==> config.mk <==
export PLATFORM = sky130hd
export DESIGN_NAME = matvec_seq_ctrl
export DESIGN_NICKNAME = d
export VERILOG_FILES = /design/src/rtl/matvec_seq_ctrl.sv
export SDC_FILE = /design/constraint.sdc
export NUM_CORES = 1
export LEC_CHECK = 0
export CORE_MARGIN = 4
export CORE_UTILIZATION = 41
export DETAILED_ROUTE_END_ITERATION = 8
export HOLD_SLACK_MARGIN = 0.1
export PLACE_DENSITY = 0.8
export SLEW_MARGIN = 0
export SYNTH_ARGS = -nofsm -noshare
export SYNTH_HDL_FRONTEND = slang
export SYNTH_SLANG_ARGS = --single-unit
==> constraint.sdc <==
create_clock -name clk -period 1.7 [get_ports clk]
set_input_delay 0.34 -clock clk [delete_from_list [all_inputs] [get_ports clk]]
set_output_delay 0.34 -clock clk [all_outputs]
set_load 0.005 [all_outputs]
==> src/rtl/matvec_seq_ctrl.sv <==
// Sequencer for an N x N matrix-vector array: streams operands in (matrix then vector),
// waits the array latency, then streams the N results out under valid/ready flow control.
module matvec_seq_ctrl #(
    parameter int N   = 16,
    parameter int DW  = 8,
    parameter int LAT = 2,
    localparam int AW = (N > 1) ? $clog2(N) : 1
) (
    input  logic          clk,
    input  logic          reset,
    input  logic          start,
    output logic          busy,
    input  logic          in_valid,
    output logic          in_ready,
    input  logic [DW-1:0] in_data,
    output logic          arr_we,
    output logic          arr_sel,
    output logic [AW-1:0] arr_row,
    output logic [AW-1:0] arr_col,
    output logic [DW-1:0] arr_wdata,
    output logic [AW-1:0] arr_res_idx,
    input  logic [DW-1:0] arr_res,
    output logic          out_valid,
    input  logic          out_ready,
    output logic [DW-1:0] out_data,
    output logic          out_last,
    output logic          done,
    output logic [2:0]    state_dbg
);

    // Handshakes: a beat moves on a cycle where valid and ready are both high;
    // valid-side data must hold while ready is low, and ready never waits on valid.
    typedef enum logic [2:0] {
        S_IDLE   = 3'd0,
        S_LOAD_A = 3'd1,
        S_LOAD_B = 3'd2,
        S_WAIT   = 3'd3,
        S_DRAIN  = 3'd4,
        S_DONE   = 3'd5
    } state_t;

    localparam logic [AW-1:0] LAST = AW'(N - 1);

    state_t        state, state_nx;
    logic [AW-1:0] row, col, ridx;
    logic [3:0]    wcnt;
    logic          xfer;

    always_ff @(posedge clk) begin
        if (reset) state <= S_IDLE;
        else       state <= state_nx;
    end

    always_comb begin
        state_nx  = state;
        in_ready  = (state == S_LOAD_A) || (state == S_LOAD_B);
        xfer      = in_valid && in_ready;
        arr_we    = xfer;
        arr_wdata = in_data;
        arr_sel   = (state == S_LOAD_B);
        arr_row   = row;
        arr_col   = col;
        arr_res_idx = ridx;
        out_valid = (state == S_DRAIN);
        out_data  = out_valid ? arr_res : '0;
        out_last  = out_valid && (ridx == LAST);
        done      = (state == S_DONE);
        busy      = (state != S_IDLE);
        state_dbg = state;
        case (state)
            S_IDLE:   if (start) state_nx = S_LOAD_A;
            S_LOAD_A: if (xfer && row == LAST && col == LAST) state_nx = S_LOAD_B;
            S_LOAD_B: if (xfer && col == LAST) state_nx = S_WAIT;
            S_WAIT:   if (wcnt == '0) state_nx = S_DRAIN;
            S_DRAIN:  if (out_ready && ridx == LAST) state_nx = S_DONE;
            S_DONE:   state_nx = S_IDLE;
            default:  state_nx = S_IDLE;
        endcase
    end

    // Counters wrap to zero at the end of each phase, so every phase starts at index 0.
    always_ff @(posedge clk) begin
        if (reset) begin
            row  <= '0;
            col  <= '0;
            ridx <= '0;
            wcnt <= '0;
        end else begin
            case (state)
                S_IDLE: begin
                    row  <= '0;
                    col  <= '0;
                    ridx <= '0;
                end
                S_LOAD_A: begin
                    if (xfer) begin
                        if (col == LAST) begin
                            col <= '0;
                            row <= (row == LAST) ? '0 : row + 1'b1;
                        end else begin
                            col <= col + 1'b1;
                        end
                    end
                end
                S_LOAD_B: begin
                    if (xfer) begin
                        col <= (col == LAST) ? '0 : col + 1'b1;
                        if (col == LAST) wcnt <= 4'(LAT - 1);
                    end
                end
                S_WAIT: begin
                    if (wcnt != '0) wcnt <= wcnt - 1'b1;
                end
                S_DRAIN: begin
                    if (out_ready) ridx <= (ridx == LAST) ? '0 : ridx + 1'b1;
                end
                default: ;
            endcase
        end
    end

endmodule

==> results of run 1 <==
## worst max-delay path, cell delays in order (launching register included)
cell and delay (ns):
dfxtp_4 0.39, buf_6 0.10, buf_6 0.10, nand2b_4 0.05
a211o_1 0.31, inv_1 0.08, buf_2 0.11
## cell families after synthesis
group                    count (synthesis)  share of synthesized area
multiplexers                             2                    0.01608
XOR/XNOR                                 2                    0.01407
adder cells (fa/ha/maj)                  6                    0.05829
flip-flops                              19                     0.3055
buffers and inverters                   23                    0.09749
AO/OA/AOI/OAI                           34                     0.1749
AND/OR/NAND/NOR                         69                     0.3337
## through the flow
step	power [mW]	TNS (ns)
after global placement	0.6833	-1.316
after floorplan	0.5855	0
after global routing	1.047	-0.4245
after detailed placement	0.6924	-1.780
final	0.9983	-0.1109
after CTS	0.9727	-0.08034
## state kept, by name, indices dropped and copies added (netlist names)
register	flops
arr_res_idx	4
wcnt	4
arr_row	4
state_dbg	3
arr_col	4
## where the power goes
part | internal, mW | total (mW) | switching [mW]
Clock | 0.0917 | 0.246 | 0.154
Combinational | 0.165 | 0.287 | 0.122
Sequential | 0.453 | 0.466 | 0.0128
Total | 0.710 | 0.998 | 0.289
## timing repair
item                                    4_1_cts  5_1_grt
pin swaps                                     3        8
endpoints found under the setup margin       17       19
cloned                                        1        0
endpoints found under the hold margin         0        0
gates resized for setup                      58       29
setup buffers                                 6        4
## cells in the mapped netlist (all sizes together), types with 2 or more instances
| library cell | instances | area (um^2) |
|---|---|---|
| o221ai | 2 | 17.52 |
| nor2 | 11 | 41.29 |
| and2 | 3 | 18.77 |
| dfxtp | 19 | 380.4 |
| or3 | 2 | 12.51 |
| nor3 | 10 | 60.06 |
| a21oi | 15 | 75.07 |
| a211oi | 2 | 15.01 |
| buf | 12 | 80.08 |
| xnor2 | 2 | 17.52 |
| nand2 | 7 | 28.78 |
| nand2b | 3 | 18.77 |
| and3 | 9 | 56.30 |
| nor4 | 3 | 25.02 |
| o21ai | 5 | 25.02 |
| nor3b | 3 | 27.52 |
| ha | 5 | 62.56 |
| a221oi | 2 | 17.52 |
| inv | 7 | 26.28 |
| nand3 | 9 | 45.04 |
| clkbuf | 4 | 15.01 |
| mux2i | 2 | 20.02 |
| or3b | 2 | 20.02 |
## metal layers
metal,vias up,share of wire,global-route usage,routed length [um]
li1,699,-,-,-
met1,709,0.38,0.2164,1559
met2,72,0.50,0.3676,2050
met3,10,0.094,0.05329,385
met4,0,0.022,0.1047,89
met5,-,0,0,0
## worst paths after layout
kind | end | slack (ns) | cells past startpoint
worst min register to register | arr_col[0] | 0.52 | 2
worst max register to register | state_dbg[1] | 0.08 | 5
worst min-delay path | arr_col[0] | 0.52 | 2
worst max-delay path | arr_we | -0.09 | 6
## final cells by class
class | instances | area share
clock buffer | 4 | 0.01290
inverter | 7 | 0.01290
timing repair buffer | 75 | 0.3335
sequential | 19 | 0.1966
tap | 31 | 0.01904
multi-input combinational | 114 | 0.4251
==> impl_metrics.yaml, run 1 <==
status:
  status: "complete, but fails checks"
  violations: "setup timing"
clock_tree:
  cts_root_buf: "clkbuf_4"
  clock_sinks: 19
  clk_pin_slew_ns: 0.12
  cts_max_path_buffers: 2
  cts_hold_buf: 0
  numCtsBuffers: 3
  htree_levels: 1
  cts_tree: "yes"
  insertion_delay_ns: 0.31
finish:
  synthToLayoutAreaGrowth_pct: 63.62
  layoutNonFillerInstCount: 250
  fin_area_mm2: 0.002037
  final_cell_mix: "26 x buf_4, 25 x clkdlybuf4s50_1, 14 x a21oi_1"
  finalCoreUtilization: 0.7200
  final_nets: 246
  n_antenna_cell: 0
  fill_cells: 224
  multi_input_area_um2: 865.8
  drive_above_1_share: 0.3470
  seq_area_um2: 400.4
  layout_commonest_cell: "buf_4"
pwr:
  powerDensity_mw_per_mm2: 490.1
  leakage_nw: 0.8482
  ir_drop_mv: 0.3908
yosys:
  async_flop_share: 0
  synth-seq-cells: 19
  synth_edf_count: 0
  yosysSeqAreaShare: 0.3055
  synth_fp_nets: 181
  avgSynthCellArea_um2: 8.032
  yosysWarnings: 0
  synth-main-ff-cell: "dfxtp_1"
  syn_inst: 155
  ys_types: 46
  syn_area_mm2: 0.001245
global_routing:
  antenna_found_initial: 0
  grt_max_degree: 14
  overflow: 0
  grt_pass1_wl_um: 6624
  track_usage: 0.2040
  grt_pass1_vias: 1424
die:
  dieHeight_um: 63.11
  die_w_um: 63.11
  coreArea_mm2: 0.002829
  initial_utilization: 0.4401
  die_area_mm2: 0.003982
  io_pins: 59
  rows: 19
route:
  vias_per_cell: 5.960
  drtIter0Drc: 75
  antenna_left: 0
  via_count: 1490
  routedWlPerCell_um: 16.34
  drcViolationCount: 0
  drt_first_pass_iters: 4
  drt-total-wl_um: 4084
place:
  globalplace.congestion: 0.8677
  dp_hpwl_um: 2912
  placed_cells: 238
  placed_area_mm2: 0.001817
  numPortBuffers: 42
  pre_cts_ws_ns: -0.2817
sta:
  setup_viol: 3
  finalCritPeriodShare: 1.054
  fmax_ghz: 0.5580
  hold_viol: 0
  holdWs_ns: 0.5184
  layout_min_cycle_time_ns: 1.792
  slew_violations: 0
  setup_ws_ns: -0.09202
  fin_skew_ns: 0.01103
  worstMarginPinSlew_ns: 0.3574
  relSlewSlack: 0.7599
  rsz0062_at_grt: "yes"
critical_path:
  crit_start: "state_dbg[0]"
  worstPathArrival_ns: 1.45
  crit_path_end_kind: "output pin"
  crit_type: "reg2out"
  path_max_fanout: 3
  crit_required_ns: 1.36
  reg2reg_from: "state_dbg[0]"
  cp-start-kind: "flip-flop"
hold_path:
  hold_path.startpoint: "arr_col[0]"
  worstHoldPathType: "reg2reg"
flow_run:
  cap_violations: 0
No activity file was read; power rests on OpenSTA's default activity.
==> inputs of run 2 (changes only) <==
- ABC_AREA: unset -> 1
- CORE_UTILIZATION: 41 -> 43
- PLACE_DENSITY: 0.8 -> 0.84
- clock period: 1.7 -> 2.25 ns (I/O delays scaled with it)
==> run 2 against run 1 <==
  * The run now ends clean
  * Die area is 5.7% lower
  * Clock skew is 0.0038 ns lower
  * Cell count is 0.80% higher
  * Count of clock-buffer cells in the layout stayed put
  * Combinational power grew to 3.2 times the previous value
  * First-iteration DRC count is 53% lower
  * Cell area is 18% lower
  * Critical path depth is 2 lower
  * Hold slack worse by 0.021 ns
  * Utilization is 11 points lower
  * Via count is 19% lower
  * Sequential power is 7.3% higher
  * Critical path type unchanged
  * Largest cell class unchanged
==> impl_metrics.yaml, run 2 <==
yosys:
  yosysTopAreaCell: "dfxtp_1"
  synth_simple_gate_area_frac: 0.3303
  synth_fp_nets: 209
  synth-adder-area-share: 0.05128
  synth_edf_count: 0
  post-synth-top-count-cell: "nor2_1"
  synthTopCellsByCount: "32 x nor2_1, 28 x nand2_1, 27 x inv_1"
  synth_top_area_frac: 0.3118
  syn_area_mm2: 0.001220
  synth_xor_area_frac: 0.01436
  syn_inst: 183
  synth_mux_area_frac: 0
  yosysSeqAreaShare: 0.3118
  synth.area.top_cells: "dfxtp_1 31%, nor2_1 9.8%, nand2_1 8.6%, inv_1 8.3%, a21oi_1 5.7%"
  synth-main-ff-cell: "dfxtp_1"
  synth_compound_area_frac: 0.1415
  synth-seq-cells: 19
  ys_types: 26
  synth_top_family_by_area: "simple AND/OR/NAND/NOR gates"
  yosysWarnings: 0
  async_flop_share: 0
  avgSynthCellArea_um2: 6.666
sta:
  setup_viol: 0
  layout_min_cycle_time_ns: 2.115
  slew_violations: 0
  relSlewSlack: 0.7401
  worstMarginPinSlew_ns: 0.3895
  hold_viol: 0
  fin_setup_tns_ns: 0
  finalCritPeriodShare: 0.9400
  fmax_ghz: 0.4728
  rsz0062_at_grt: "no"
  fin_skew_ns: 0.007274
  holdWs_ns: 0.4976
global_routing:
  grt_max_degree: 15
  track_usage: 0.1526
  antenna_found_initial: 0
  overflow: 0
  grt_pass1_wl_um: 4416
  grt_pass1_vias: 1069
critical_path:
  reg2reg_from: "arr_col[0]"
  cp_cell_sequence: "ha_1 -> nand3_1 -> nor2_1 -> clkdlybuf4s50_1"
  path_max_fanout: 5
  crit_type: "reg2out"
  crit_path_end_kind: "output pin"
  crit_start: "arr_res_idx[0]"
  worstPathArrival_ns: 1.66
  crit_required_ns: 1.80
  cp_num_buf_inv: 1
  cp-start-kind: "flip-flop"
  max_stage_delay_ns: 0.51
  critPathTopFamily: "buffers and inverters"
  cpMaxStageDelayCell: "clkdlybuf4s50_1"
route:
  routedWlPerCell_um: 10.58
  drtIter0Drc: 35
  via_count: 1209
  drt-total-wl_um: 2665
  drt_first_pass_iters: 4
  drcViolationCount: 0
  vias_per_cell: 4.798
  antenna_left: 0
finish:
  drive_above_1_share: 0.1176
  synthToLayoutAreaGrowth_pct: 36.82
  fill_cells: 252
  n_antenna_cell: 0
  layoutNonFillerInstCount: 252
  layout_commonest_cell: "clkdlybuf4s50_1"
  seq_area_um2: 384.1
  multi_input_area_um2: 668.1
  final_nets: 248
  final_cell_mix: "42 x clkdlybuf4s50_1, 32 x nor2_1, 27 x inv_1, 27 x nand2_1, 16 x dfxtp_1"
clock_tree:
  clock_sinks: 19
  cts_hold_buf: 0
  insertion_delay_ns: 0.30
  cts_tree: "yes"
  htree_levels: 1
  cts_max_path_buffers: 2
  cts_root_buf: "clkbuf_4"
  numCtsBuffers: 3
  clk_pin_slew_ns: 0.10
place:
  globalplace.congestion: 0.7397
  placed_cells: 246
  dp_hpwl_um: 2028
  numPortBuffers: 42
hold_path:
  worstHoldPathType: "reg2reg"
  hold_path.startpoint: "arr_res_idx[1]"
die:
  io_pins: 59
  rows: 19
  coreArea_mm2: 0.002734
  dieHeight_um: 61.27
  die_w_um: 61.27
  initial_utilization: 0.4462
  die_area_mm2: 0.003753
pwr:
  powerDensity_mw_per_mm2: 963.9
  ir_drop_mv: 0.8168
  leakage_nw: 0.7541
flow_run:
  cap_violations: 0
status:
  status: "finished clean"
## run 2: per-stage QoR
step	power (mW)	area, um^2	setup WS (ns)	utilization
5_1_grt	1.777	1669	0.01816	0.6105
2_1_floorplan	1.064	1220	0.8025	-
3_3_place_gp	1.390	1612	0.2363	0.5895
6_report	1.609	1669	0.1351	0.6105
4_1_cts	1.594	1640	0.02579	0.6000
3_5_place_dp	1.403	1612	0.2188	0.5895
## run 2: where the power goes
group	internal, mW	switching, mW
clock	0.0691	0.107
combinational	0.434	0.498
sequential	0.404	0.0960
total	0.908	0.701
## run 2: worst register-to-register path, cell delays in order, from the launching register on
cell and delay [ns]:
dfxtp_1 0.43, ha_1 0.23, nand4_2 0.22, o21ai_4 0.29, inv_2 0.06, o21ai_1 0.18
nor2_1 0.06
## run 2: worst paths after layout
| kind | cells after the start | slack, ns | to |
|---|---|---|---|
| min reg2reg | 2 | 0.50 | arr_res_idx[1] |
| max reg2reg | 6 | 0.69 | arr_row[3] |
| max | 4 | 0.14 | out_last |
| min | 2 | 0.50 | arr_res_idx[1] |
## run 2: cells by family (layout without fill, tap and decap cells)
group	after synthesis	in the layout
AOI/OAI and AO/OA	29	29
xor gates and xnor gates	2	2
adders and majority gates	5	5
buffers and inverters	41	79
DFF	19	19
and+or+nand+nor	87	87
## run 2: area by class of cell
class	count	share of cell area
repair buffers	44	0.2609
multi-input cells	123	0.4003
clock buffers	4	0.01574
well taps	31	0.02324
inverters	31	0.06972
flip-flops and latches	19	0.2301
## run 2: timing repair
| item | CTS | global route |
|---|---|---|
| pin swaps | 0 | 0 |
| gates resized for setup | 1 | 5 |
| setup endpoints to repair | 9 | 11 |
| buffers inserted | 0 | 2 |
| endpoints found under the hold margin | 0 | 0 |
## run 2: routing by layer
| metal | part of all wire | track usage | up-vias |
|---|---|---|---|
| met4 | 0.011 | 0.05573 | 0 |
| met3 | 0.089 | 0.03354 | 4 |
| li1 | - | - | 644 |
| met5 | 0 | 0 | - |
| met2 | 0.47 | 0.2583 | 34 |
| met1 | 0.43 | 0.1891 | 527 |
